### src/rtl/trap_ctrl_if.sv
// Bundle of the trap controller's pipeline-side and CSR-side signals.
// The master is the pipeline/CSR unit; the slave is trap_ctrl itself.
interface trap_ctrl_if #(
    parameter int N = 64
);
    logic         exceptValid;
    logic [6:0]   exceptSignal;
    logic [N-1:0] exceptPc;
    logic [N-1:0] exceptAddr;
    logic         mret;
    logic         csrWe;
    logic [1:0]   csrSel;
    logic [N-1:0] csrWdata;
    logic         flush;
    logic         redirect;
    logic [N-1:0] redirectPc;
    logic         busy;
    logic [N-1:0] mepc;
    logic [N-1:0] mcause;
    logic [N-1:0] mtval;
    logic [N-1:0] mtvec;

    modport master (
        output exceptValid, exceptSignal, exceptPc, exceptAddr, mret,
               csrWe, csrSel, csrWdata,
        input  flush, redirect, redirectPc, busy, mepc, mcause, mtval, mtvec
    );

    modport slave (
        input  exceptValid, exceptSignal, exceptPc, exceptAddr, mret,
               csrWe, csrSel, csrWdata,
        output flush, redirect, redirectPc, busy, mepc, mcause, mtval, mtvec
    );
endinterface

### src/rtl/trap_ctrl.sv
// Machine-mode trap controller: prioritises E-stage exceptions, latches mepc/mcause/mtval,
// then sequences flush -> redirect to mtvec (trap) or to mepc (mret).
module trap_ctrl #(
    parameter int           N           = 64,
    parameter logic [N-1:0] MTVEC_RESET = '0
) (
    input  logic        clk,
    input  logic        reset,
    trap_ctrl_if.slave  bus
);
    typedef enum logic [1:0] {IDLE, FLUSH, REDIRECT} state_t;

    localparam logic [1:0] SEL_MTVEC  = 2'd0;
    localparam logic [1:0] SEL_MEPC   = 2'd1;
    localparam logic [1:0] SEL_MCAUSE = 2'd2;
    localparam logic [1:0] SEL_MTVAL  = 2'd3;

    state_t       state_q, state_d;
    logic         tgt_mtvec_q, tgt_mtvec_d;
    logic [N-1:0] target_q, target_d;
    logic [N-1:0] redirect_pc_q, redirect_pc_d;
    logic [N-1:0] mepc_q, mepc_d;
    logic [N-1:0] mcause_q, mcause_d;
    logic [N-1:0] mtval_q, mtval_d;
    logic [N-1:0] mtvec_q, mtvec_d;

    logic         trap;
    logic [N-1:0] cause;

    assign trap = bus.exceptValid & (|bus.exceptSignal);

    // Fixed priority: breakpoint, then misaligned, then page faults, then access faults.
    always_comb begin
        cause = '0;
        if      (bus.exceptSignal[6]) cause = N'(3);
        else if (bus.exceptSignal[0]) cause = N'(4);
        else if (bus.exceptSignal[2]) cause = N'(6);
        else if (bus.exceptSignal[4]) cause = N'(13);
        else if (bus.exceptSignal[5]) cause = N'(15);
        else if (bus.exceptSignal[1]) cause = N'(5);
        else if (bus.exceptSignal[3]) cause = N'(7);
    end

    // NOTE: every variable gets a default before any branch so no path leaves it unassigned (no latches).
    always_comb begin
        state_d       = state_q;
        tgt_mtvec_d   = tgt_mtvec_q;
        target_d      = target_q;
        redirect_pc_d = redirect_pc_q;
        mepc_d        = mepc_q;
        mcause_d      = mcause_q;
        mtval_d       = mtval_q;
        mtvec_d       = mtvec_q;

        if (bus.csrWe) begin
            case (bus.csrSel)
                SEL_MTVEC:  mtvec_d  = {bus.csrWdata[N-1:2], 2'b00};
                SEL_MEPC:   mepc_d   = {bus.csrWdata[N-1:1], 1'b0};
                SEL_MCAUSE: mcause_d = bus.csrWdata;
                SEL_MTVAL:  mtval_d  = bus.csrWdata;
                default:    ;
            endcase
        end

        case (state_q)
            IDLE: begin
                // Trap latch overrides a same-edge CSR write to mepc/mcause/mtval.
                if (trap) begin
                    mepc_d      = {bus.exceptPc[N-1:1], 1'b0};
                    mcause_d    = cause;
                    mtval_d     = bus.exceptSignal[6] ? bus.exceptPc : bus.exceptAddr;
                    tgt_mtvec_d = 1'b1;
                    state_d     = FLUSH;
                end else if (bus.exceptValid && bus.mret) begin
                    target_d    = mepc_q;
                    tgt_mtvec_d = 1'b0;
                    state_d     = FLUSH;
                end
            end
            FLUSH: begin
                redirect_pc_d = tgt_mtvec_q ? mtvec_q : target_q;
                state_d       = REDIRECT;
            end
            REDIRECT: state_d = IDLE;
            default:  state_d = IDLE;
        endcase
    end

    // NOTE: sequential state uses non-blocking assignments so all flops update from pre-edge values.
    always_ff @(posedge clk or negedge reset) begin
        if (!reset) begin
            state_q       <= IDLE;
            tgt_mtvec_q   <= 1'b0;
            target_q      <= '0;
            redirect_pc_q <= '0;
            mepc_q        <= '0;
            mcause_q      <= '0;
            mtval_q       <= '0;
            mtvec_q       <= {MTVEC_RESET[N-1:2], 2'b00};
        end else begin
            state_q       <= state_d;
            tgt_mtvec_q   <= tgt_mtvec_d;
            target_q      <= target_d;
            redirect_pc_q <= redirect_pc_d;
            mepc_q        <= mepc_d;
            mcause_q      <= mcause_d;
            mtval_q       <= mtval_d;
            mtvec_q       <= mtvec_d;
        end
    end

    assign bus.flush      = (state_q == FLUSH);
    assign bus.redirect   = (state_q == REDIRECT);
    assign bus.busy       = (state_q != IDLE);
    assign bus.redirectPc = redirect_pc_q;
    assign bus.mepc       = mepc_q;
    assign bus.mcause     = mcause_q;
    assign bus.mtval      = mtval_q;
    assign bus.mtvec      = mtvec_q;
endmodule
### src/flat_wrapper.sv
// flat-port wrapper written by rule: the top's interface ports become plain ports
module trap_ctrl_flat 
#(
    parameter int           N           = 64,
    parameter logic [N-1:0] MTVEC_RESET = '0
)
  (clk, reset, bus_exceptValid, bus_exceptSignal, bus_exceptPc, bus_exceptAddr, bus_mret, bus_csrWe, bus_csrSel, bus_csrWdata, bus_flush, bus_redirect, bus_redirectPc, bus_busy, bus_mepc, bus_mcause, bus_mtval, bus_mtvec);
  trap_ctrl_if #(.N(N)) bus_i ();
  input  logic clk;
  input  logic reset;
  input wire logic [$bits(bus_i.exceptValid)-1:0] bus_exceptValid;
  input wire logic [$bits(bus_i.exceptSignal)-1:0] bus_exceptSignal;
  input wire logic [$bits(bus_i.exceptPc)-1:0] bus_exceptPc;
  input wire logic [$bits(bus_i.exceptAddr)-1:0] bus_exceptAddr;
  input wire logic [$bits(bus_i.mret)-1:0] bus_mret;
  input wire logic [$bits(bus_i.csrWe)-1:0] bus_csrWe;
  input wire logic [$bits(bus_i.csrSel)-1:0] bus_csrSel;
  input wire logic [$bits(bus_i.csrWdata)-1:0] bus_csrWdata;
  output wire logic [$bits(bus_i.flush)-1:0] bus_flush;
  output wire logic [$bits(bus_i.redirect)-1:0] bus_redirect;
  output wire logic [$bits(bus_i.redirectPc)-1:0] bus_redirectPc;
  output wire logic [$bits(bus_i.busy)-1:0] bus_busy;
  output wire logic [$bits(bus_i.mepc)-1:0] bus_mepc;
  output wire logic [$bits(bus_i.mcause)-1:0] bus_mcause;
  output wire logic [$bits(bus_i.mtval)-1:0] bus_mtval;
  output wire logic [$bits(bus_i.mtvec)-1:0] bus_mtvec;
  assign bus_i.exceptValid = bus_exceptValid;
  assign bus_i.exceptSignal = bus_exceptSignal;
  assign bus_i.exceptPc = bus_exceptPc;
  assign bus_i.exceptAddr = bus_exceptAddr;
  assign bus_i.mret = bus_mret;
  assign bus_i.csrWe = bus_csrWe;
  assign bus_i.csrSel = bus_csrSel;
  assign bus_i.csrWdata = bus_csrWdata;
  assign bus_flush = bus_i.flush;
  assign bus_redirect = bus_i.redirect;
  assign bus_redirectPc = bus_i.redirectPc;
  assign bus_busy = bus_i.busy;
  assign bus_mepc = bus_i.mepc;
  assign bus_mcause = bus_i.mcause;
  assign bus_mtval = bus_i.mtval;
  assign bus_mtvec = bus_i.mtvec;
  trap_ctrl #(.N(N), .MTVEC_RESET(MTVEC_RESET)) u_core (.clk(clk), .reset(reset), .bus(bus_i));
endmodule
### config.mk
export PLATFORM = sky130hd
export DESIGN_NAME = trap_ctrl_flat
export DESIGN_NICKNAME = d
export VERILOG_FILES = /design/src/rtl/trap_ctrl_if.sv /design/src/rtl/trap_ctrl.sv /design/src/flat_wrapper.sv
export SDC_FILE = /design/constraint.sdc
export NUM_CORES = 1
export LEC_CHECK = 0
export ABC_AREA = 1
export ABC_CLOCK_PERIOD_IN_PS = 1750
export CAP_MARGIN = 10
export CORE_MARGIN = 4
export CORE_UTILIZATION = 35
export DETAILED_ROUTE_END_ITERATION = 8
export GPL_TIMING_DRIVEN = 0
export PLACE_DENSITY = 0.61
export REMOVE_ABC_BUFFERS = 1
export SLEW_MARGIN = 20
export SYNTH_ARGS = -nofsm -noshare
export SYNTH_HDL_FRONTEND = slang
export SYNTH_SLANG_ARGS = --single-unit
### constraint.sdc
create_clock -name clk -period 1.75 [get_ports clk]
set_clock_uncertainty 0.2 [all_clocks]
set_input_delay 0.2625 -clock clk [delete_from_list [all_inputs] [get_ports clk]]
set_output_delay 0.2625 -clock clk [all_outputs]
set_load 0.05 [all_outputs]
# ---- Yosys cells after proc, flatten, opt, wreduce, memory -nomap -nowiden
# Index checks and enable logic that the tools add are counted.
dict set report classes {
  n_bitwise 2
  n_reduce_logical 9
  n_mux 26
  n_eq_ne 6
}
# cell n
set op_table {}
lappend op_table {{two-way mux 64 bit} 20}
lappend op_table {{OR reduction 7 bit} 1}
lappend op_table {{== test 2 bit (second input constant)} 3}
lappend op_table {{== test 2 x 1 -> 1 bit (second input constant)} 2}
lappend op_table {{zero test 2 bit} 2}
lappend op_table {{two-way mux 2 bit} 2}
lappend op_table {{one-hot mux 2 bit (2 select lines)} 1}
lappend op_table {{AND reduction 2 bit} 2}
lappend op_table {{nonzero test 2 bit} 2}
lappend op_table {{two-way mux 3 bit} 1}
lappend op_table {{inequality test 3 x 1 -> 1 bit (second input constant)} 1}
lappend op_table {{AND reduction 3 bit} 1}
lappend op_table {{two-way mux 1 bit} 2}
lappend op_table {{AND 1 bit} 1}
lappend op_table {{logical AND 1 bit} 1}
lappend op_table {{inverter 1 bit} 1}
dict set report totals {
  word_cells 51
  register_bits 385
  output_inout_bits 323
}

# ---- Depth between registers and ports, before layout
# Gate-level depths: netlist of run 1.
dict set report logic_depth {
  word_depth 9
  ltp_mapped 10
  depth_no_buf 8
}

# ---- Least setup slack after synthesis of run 1
# Ideal clock, no wire load.
dict set report synth_timing {
  path_type {register to register}
  from {register u_core.state_q[1]}
  to {register u_core.redirect_pc_q[54], in the netlist u_core.bus.redirectPc[54]}
  arrival_ns 1.459
  period_less_slack_ns 1.829
  t_required_ns 1.380
  slack_ns -0.079
  path_stages_with_launch 5
  cell_sequence {dfrtp_1 buf_2 nor2_4 buf_1 a31oi_1}
}
dict set report synth_between {
  elab_chain_len 1
}
# element line
set synth_lines {}
lappend synth_lines {{from (decl)} trap_ctrl.sv:18} ;# state_t state_q, state_d;
lappend synth_lines {{from (signal assigned)} trap_ctrl.sv:101} ;# state_q <= state_d;
lappend synth_lines {{== test 2 x 1 -> 1 bit} n/a}
lappend synth_lines {{via bus_flush} flat_wrapper.sv:19} ;# output wire logic [$bits(bus_i.flush)-1:0] bus_flush;
lappend synth_lines {{to (signal assigned)} trap_ctrl.sv:104} ;# redirect_pc_q <= redirect_pc_d;
lappend synth_lines {{to (decl)} trap_ctrl.sv:21} ;# logic [N-1:0] redirect_pc_q, redirect_pc_d;
# The timed path passes the listed nets, and every way through them passes these cells.
# A chain may end at the register's enable or synchronous reset.

# ---- Worst setup path in the final report of run 1
dict set report layout_timing {
  from {register u_core.state_q[0]}
  to {register u_core.mepc_q[43], in the netlist u_core.bus.mepc[43]}
}
dict set report layout_between {
  elab_chain_len 2
}
# element line
set layout_lines {}
lappend layout_lines {{zero test 2 bit} trap_ctrl.sv:65} ;# case (state_q)
lappend layout_lines {{two-way mux 64 bit} trap_ctrl.sv:65}
lappend layout_lines {{via u_core.mepc_d[43]} trap_ctrl.sv:22} ;# logic [N-1:0] mepc_q, mepc_d;
lappend layout_lines {{to (signal assigned)} trap_ctrl.sv:105} ;# mepc_q <= mepc_d;
lappend layout_lines {{to (decl)} trap_ctrl.sv:22}
# The timed path passes the listed nets, and every way through them passes these cells.

==> results of run 1 <==
[critical path, stage by stage, from the launching register on]
cell       delay, ns
dfrtp_2         0.44
buf_6           0.14
nor2_8          0.12
buf_12          0.13
nand3_4         0.17
buf_8           0.23
clkbuf_16       0.18
buf_16          0.17
nand2_4         0.07
o21ai_2         0.06
[metrics by stage]
step           hold slack (ns)  setup slack [ns]  utilization  cells
2_1_floorplan          -0.2331            -1.822            -   2026
3_3_place_gp            0.2795            -17.56       0.4642   3216
3_5_place_dp           0.03511            -2.167       0.4781   3240
4_1_cts                -0.5653           -0.2026       0.5245   3369
5_1_grt                -0.5452           -0.2956       0.5400   3443
6_report               -0.5674           -0.2978       0.5400   3443
[final timing paths]
kind,from,end
max,u_core.state_q[0],u_core.bus.mepc[43]
min,reset,u_core.bus.mcause[31]
max reg2reg,u_core.state_q[0],u_core.bus.mepc[43]
min reg2reg,u_core.target_q[4],u_core.target_q[4]
max in group asynchronous,reset,u_core.bus.mepc[38]
min in group clk,bus_exceptPc[21],u_core.bus.mepc[21]
[cells by family (layout without fill, tap and decap cells)]
group,Yosys count,in the layout,share of synthesized area
compound gates,572,572,0.1690
flops,385,385,0.5534
buf+inv,356,948,0.08674
simple gates,862,871,0.1907
other cells,1,3,0.0002154
[where the power goes]
| part | leakage, uW | internal (uW) | switching (uW) |
|---|---|---|---|
| Combinational | 0.00800 | 7900 | 19600 |
| Clock | 0.000703 | 5440 | 3820 |
| Sequential | 0.00489 | 11700 | 1970 |
[metal layers]
metal,track usage,part of all wire
met1,0.3394,0.41
met2,0.4203,0.47
met3,0.07965,0.090
met4,0.07837,0.032
met5,0,0.00016
[layout by cell type, fill, tap and decap left out, types with 3 or more instances in the layout]
master           count
clkinv_16            6
dfrtp_1            381
buf_2              174
o21ai_2             44
inv_2               38
nand2_8              4
nand2_4             72
clkbuf_2           103
buf_6               24
clkbuf_1             6
a21oi_1             62
dfrtp_2              3
buf_12              25
clkbuf_4            34
nand2_1            585
inv_1              162
nor2_1             125
clkinv_2             5
clkdlybuf4s50_1    202
buf_8               12
nand3_4              6
o21ai_1             91
o21ai_0            312
nand2_2             64
nor2_2               3
a31oi_1             62
nor2_4               5
clkbuf_8            15
buf_4               35
clkbuf_16           73
buf_16              22
[flip-flops by register name, indices dropped and copies added (netlist names)]
signal / cells
u_core.bus.mtvec: 62
u_core.bus.mcause: 64
u_core.bus.redirectPc: 64
u_core.state_q: 2
u_core.tgt_mtvec_q: 1
u_core.bus.mepc: 64
u_core.target_q: 64
u_core.bus.mtval: 64
[what timing repair did]
action | CTS | global route
endpoints found under the hold margin | 223 | 94
cloned | 20 | 40
pin swaps | 11 | 10
resized for setup | 968 | 972
endpoints found under the setup margin | 705 | 597
buffers inserted | 37 | 36
[layout make-up]
type                            instances  area [um^2]  area share
Inverter                              205        822.0     0.03103
Multi-Input combinational cell       1445         7325      0.2765
Sequential cell                       385         9642      0.3640
Timing Repair inverter                  9        219.0    0.008266
Antenna cell                            1        2.502  0.00009447
Tap cell                              664        830.8     0.03136
Timing Repair Buffer                  662         6238      0.2355
Clock buffer                           66         1355     0.05115
Clock inverter                          6        55.05    0.002078
==> key figures, run 1 <==
Run status
  – Status: complete, but fails checks
  – Failing checks: negative hold slack, negative setup slack

Drt
  – DRT iter0 DRCs: 1442
  – Wirelength per Cell: 23.83 um
  – Vias per cell: 5.141
  – Antenna violation net count after detailed routing: 0
  – Via count: 17700
  – Final WL: 82.06 mm
  – First drt pass iteration count: 5
  – Number of remaining DRC errors: 0

Clocking
  – H-tree levels: 2
  – CTS tree: done
  – Clk_lat worst skew: 0.56 ns
  – TritonCTS buffer count: 45
  – Clk sink count: 385
  – Clock Pin Slew Worst Setup and Hold Paths: 0.06 ns
  – Bufs on Longest Clock Path: 3
  – Root Driver: clkbuf_16

Placement
  – Half-perimeter wire length after placement: 41.56 mm
  – # port buffers: 526
  – Placed Instance Area: 0.02345 mm^2
  – RD Place Congestion: 0.8631

Timing
  – Final Cycle Share: 1.170
  – Headroom to the max-slew limit: 0.5551
  – Final setup viols: 262
  – Worst Hold Slack: -0.5674 ns
  – Unrepaired setup endpoints after global routing: true
  – Slew Limit Fails: 0
  – Worst setup margin: -0.2978 ns
  – Setup TNS: -49.38 ns
  – Least-Margin Pin Slew: 0.6652 ns
  – Minimum clock period: 2.048 ns
  – Final Hold Vio Count: 211
  – Max Freq: 488.3 MHz

Synth
  – Synth warn: 0
  – Most common cell in the netlist: nand2_1
  – Synth area leaders: dfrtp_1 55%, nand2_1 15%, o21ai_0 11%
  – Top cell type's share of synthesized area: 0.5534
  – Post-synthesis async set-or-reset flop share: 1.000
  – Avg Cell Area, Syn: 8.001 um^2
  – Commonest cells post-synth: 718 x nand2_1, 385 x dfrtp_1, 373 x o21ai_0
  – Post-synth EDFFs: 0
  – Unique masters post-synth: 26
  – Top_reg_cell synth: dfrtp_1
  – #FFs+latches synth: 385
  – Post-synthesis sequential area ratio: 0.5534
  – Mapped Area: 0.01741 mm^2
  – Yosys top cell by area: dfrtp_1
  – Syn Inst Count: 2176

Setup path
  – Arrival @ worst endpoint: 2.30 ns
  – CP Class: register to register
  – FF-to-FF path depth: 9
  – Critical Path Start Type: register
  – Worst Path Required: 2.00 ns
  – Crit end category: register
  – R2R setup slack: -0.30 ns
  – Worst Path Max Fanout: 8

Run
  – Max Cap Viol: 0

Layout
  – Share of cells above drive strength 1: 0.2811
  – Post-route cell area: 0.02649 mm^2
  – Fillcell total: 4724
  – Area delta synth->final: 52.15%
  – Nets@finish: 2959

Pwr
  – Pleak: 0.01359 uW
  – Pwr Density: 1903 mW/mm^2
  – Total power: 50410 uW
  – Worst VDD drop: 0.8834 mV

Die
  – DIE HEIGHT: 231.0 um
  – Num rows: 81
  – Initial Util: 0.3549
  – Die span in x: 231.0 um
  – Die Area: 0.05338 mm^2
  – I/O pins: 529
  – Core area: 0.04905 mm^2

GRT
  – Gr usage total: 0.2605
  – Total grt overflow: 0
  – First-pass GRT wire length: 106.1 mm
  – Vias in the first global route: 16490
  – Pin count of the biggest net entering global routing: 96
  – Initial antenna violation count: 2

Min path
  – Worst hold path type: input pin to async pin
No activity file was read; power rests on OpenSTA's default activity.
==> run 2: changes to the inputs <==
--- a/config.mk
+++ b/config.mk
@@ -11,6 +11,7 @@
 export CORE_MARGIN = 4
 export CORE_UTILIZATION = 35
 export DETAILED_ROUTE_END_ITERATION = 8
+export GPL_ROUTABILITY_DRIVEN = 0
 export GPL_TIMING_DRIVEN = 0
 export PLACE_DENSITY = 0.61
 export REMOVE_ABC_BUFFERS = 1
==> results of run 2 <==
No change in the layout: final DEF, timing and power equal those of run 1.
==> run 3: changes to the inputs <==
--- a/config.mk
+++ b/config.mk
@@ -15,6 +15,7 @@
 export GPL_TIMING_DRIVEN = 0
 export PLACE_DENSITY = 0.61
 export REMOVE_ABC_BUFFERS = 1
+export SKIP_LAST_GASP = 1
 export SLEW_MARGIN = 20
 export SYNTH_ARGS = -nofsm -noshare
 export SYNTH_HDL_FRONTEND = slang
==> constraint.sdc (replaced) <==
create_clock -name clk -period 1.75 [get_ports clk]
set_clock_uncertainty 0.2 [all_clocks]
set_input_delay 0.525 -clock clk [delete_from_list [all_inputs] [get_ports clk]]
set_output_delay 0.525 -clock clk [all_outputs]
set_load 0.05 [all_outputs]
==> run 3 against run 2 <==
Compared with the run above: the run still ends with negative hold slack, negative setup slack left; via count grew 1.4%; total power grew 4.6%; count of clock-buffer cells in the layout is the same; largest power group unchanged.
==> key figures, run 3 (synthesized netlist as in run 1, its figures left out) <==
Run status
  – Status: complete, but fails checks
  – Failing checks: negative hold slack, negative setup slack

Layout
  – Share of cells above drive strength 1: 0.2554
  – Post-route cell area: 0.02825 mm^2
  – Commonest non-fill, non-tap cell in the layout: nand2_1
  – Area delta synth->final: 62.27%
  – Most frequent cells in the layout: 638 x nand2_1, 382 x dfrtp_1, 344 x o21ai_0
  – Nets@finish: 3012
  – Post-Layout Cell Count: 3499

Clocking
  – Clk sink count: 385
  – Root Driver: clkbuf_16
  – Clock Pin Slew Worst Setup and Hold Paths: 0.06 ns
  – H-tree levels: 2
  – Bufs on Longest Clock Path: 3
  – TritonCTS buffer count: 45
  – CTS tree: done
  – Clk_lat worst skew: 0.57 ns

Timing
  – Least-Margin Pin Slew: 0.7716 ns
  – Worst setup margin: -0.4480 ns
  – Setup TNS: -114.86 ns
  – Unrepaired setup endpoints after global routing: true
  – Slew Limit Fails: 0
  – Final setup viols: 585
  – Final Hold Vio Count: 53
  – Max Freq: 455.0 MHz
  – Minimum clock period: 2.198 ns
  – Worst Hold Slack: -0.3001 ns
  – Final Cycle Share: 1.256
  – Headroom to the max-slew limit: 0.4856

Die
  – Core area: 0.04905 mm^2
  – I/O pins: 529
  – Die Area: 0.05338 mm^2
  – Num rows: 81
  – DIE HEIGHT: 231.0 um
  – Initial Util: 0.3549
  – Die span in x: 231.0 um

Pwr
  – Flop pwr share: 0.267
  – Worst VDD drop: 0.9942 mV
  – Pwr Density: 1866 mW/mm^2
  – Cell Int Power: 27390 uW
  – Pleak: 0.01406 uW
  – Power share of the clock group: 0.175
  – Total power: 52710 uW
  – Net Switching: 25310 uW
  – Switch share: 0.4803
  – Gate power share: 0.558

GRT
  – Pin count of the biggest net entering global routing: 96
  – Vias in the first global route: 16750
  – Total grt overflow: 0
  – GRT met2 Usage: 0.4342
  – Grt met3 use: 0.07731
  – Met1 usage: 0.3466
  – Initial antenna violation count: 6
  – First-pass GRT wire length: 108.4 mm
  – Gr busiest metal: met2
  – Gr usage total: 0.2668

Drt
  – DRT iter0 DRCs: 1589
  – Final WL: 82.24 mm
  – Via count: 17950
  – Antenna violation net count after detailed routing: 0
  – Vias per cell: 5.129
  – First drt pass iteration count: 5
  – Number of remaining DRC errors: 0
  – Wirelength per Cell: 23.50 um

Setup path
  – Worst Path Max Fanout: 5
  – Crit end category: primary output
  – Arrival @ worst endpoint: 1.47 ns
  – CP Class: register to primary output
  – Worst Path Required: 1.02 ns
  – Critical Path Start Type: register
  – FF-to-FF path depth: 11

Placement
  – Half-perimeter wire length after placement: 41.56 mm
  – # port buffers: 526
  – Setup WS pre-CTS: -2.429 ns
  – Placed Instance Area: 0.02345 mm^2
  – Post-Place Cells: 3240

Run
  – Max Cap Viol: 0

Min path
  – Worst hold path type: input pin to async pin
run 3: cell types whose count changed in the layout (fill, tap and decap cells not counted), sizes merged, moves of 2 or more:
cell / delta
diode: +3
clkdlybuf4s15: +136
clkdlybuf4s50: -3
inv: +13
buf: +56
dlygate4sd2: +2
clkinv: -7
clkbuf: -147
run 3: power by group through the flow:
stage          combinational, uW  clock, uW  sequential (uW)
5_1_grt                    30600       9690            14400
2_1_floorplan               4990          0            23000
3_3_place_gp               22900          0            13900
6_report                   29400       9220            14100
3_5_place_dp               23800          0            13800
4_1_cts                    24800       9360            13700
run 3: layout make-up:
cell class / count / area (um^2)
diodes: 4 / 10.01
clock buffers: 66 / 1355
clock inverters: 6 / 55.05
fillers: 4414 / 20800
inverters: 205 / 822.0
multi-input cells: 1447 / 6982
flip-flops and latches: 385 / 9641
well taps: 664 / 830.8
repair buffers: 707 / 8264
repair inverters: 15 / 292.8
run 3: critical path: stages, from the launching register on:
cell and delay (ns):
dfrtp_2 0.41, inv_4 0.07, nor2_4 0.13, clkbuf_16 0.16, buf_12 0.13
run 3: stage by stage:
step	hold WS, ns	utilization
CTS	-0.3028	0.5251
global placement	0.2795	0.4642
global route	-0.2807	0.5758
detailed placement	0.2857	0.4781
floorplan	0.02941	-
finish	-0.3001	0.5760
run 3: final timing paths:
kind	start	slack (ns)	end
min	reset	-0.30	u_core.bus.mtval[38]
min in group clk	u_core.target_q[50]	0.29	u_core.target_q[50]
max	u_core.state_q[0]	-0.45	bus_flush
max reg2reg	u_core.state_q[0]	-0.41	u_core.target_q[46]
max in group asynchronous	reset	0.29	u_core.bus.mcause[16]
min reg2reg	u_core.target_q[50]	0.29	u_core.target_q[50]
run 3: timing repair:
action                                 4_1_cts  5_1_grt
buffers inserted                            25      104
gates cloned                                26       30
endpoints found under the hold margin       53       53
pin swaps                                    9       20
setup endpoints to repair                  705      705
resized for setup                          768     1251
run 3: layer usage:
| metal | share of wire | vias up |
|---|---|---|
| met2 | 0.47 | 839 |
| met3 | 0.096 | 156 |
| li1 | - | 8215 |
| met4 | 0.037 | 0 |
| met5 | 0 | - |
| met1 | 0.40 | 8738 |
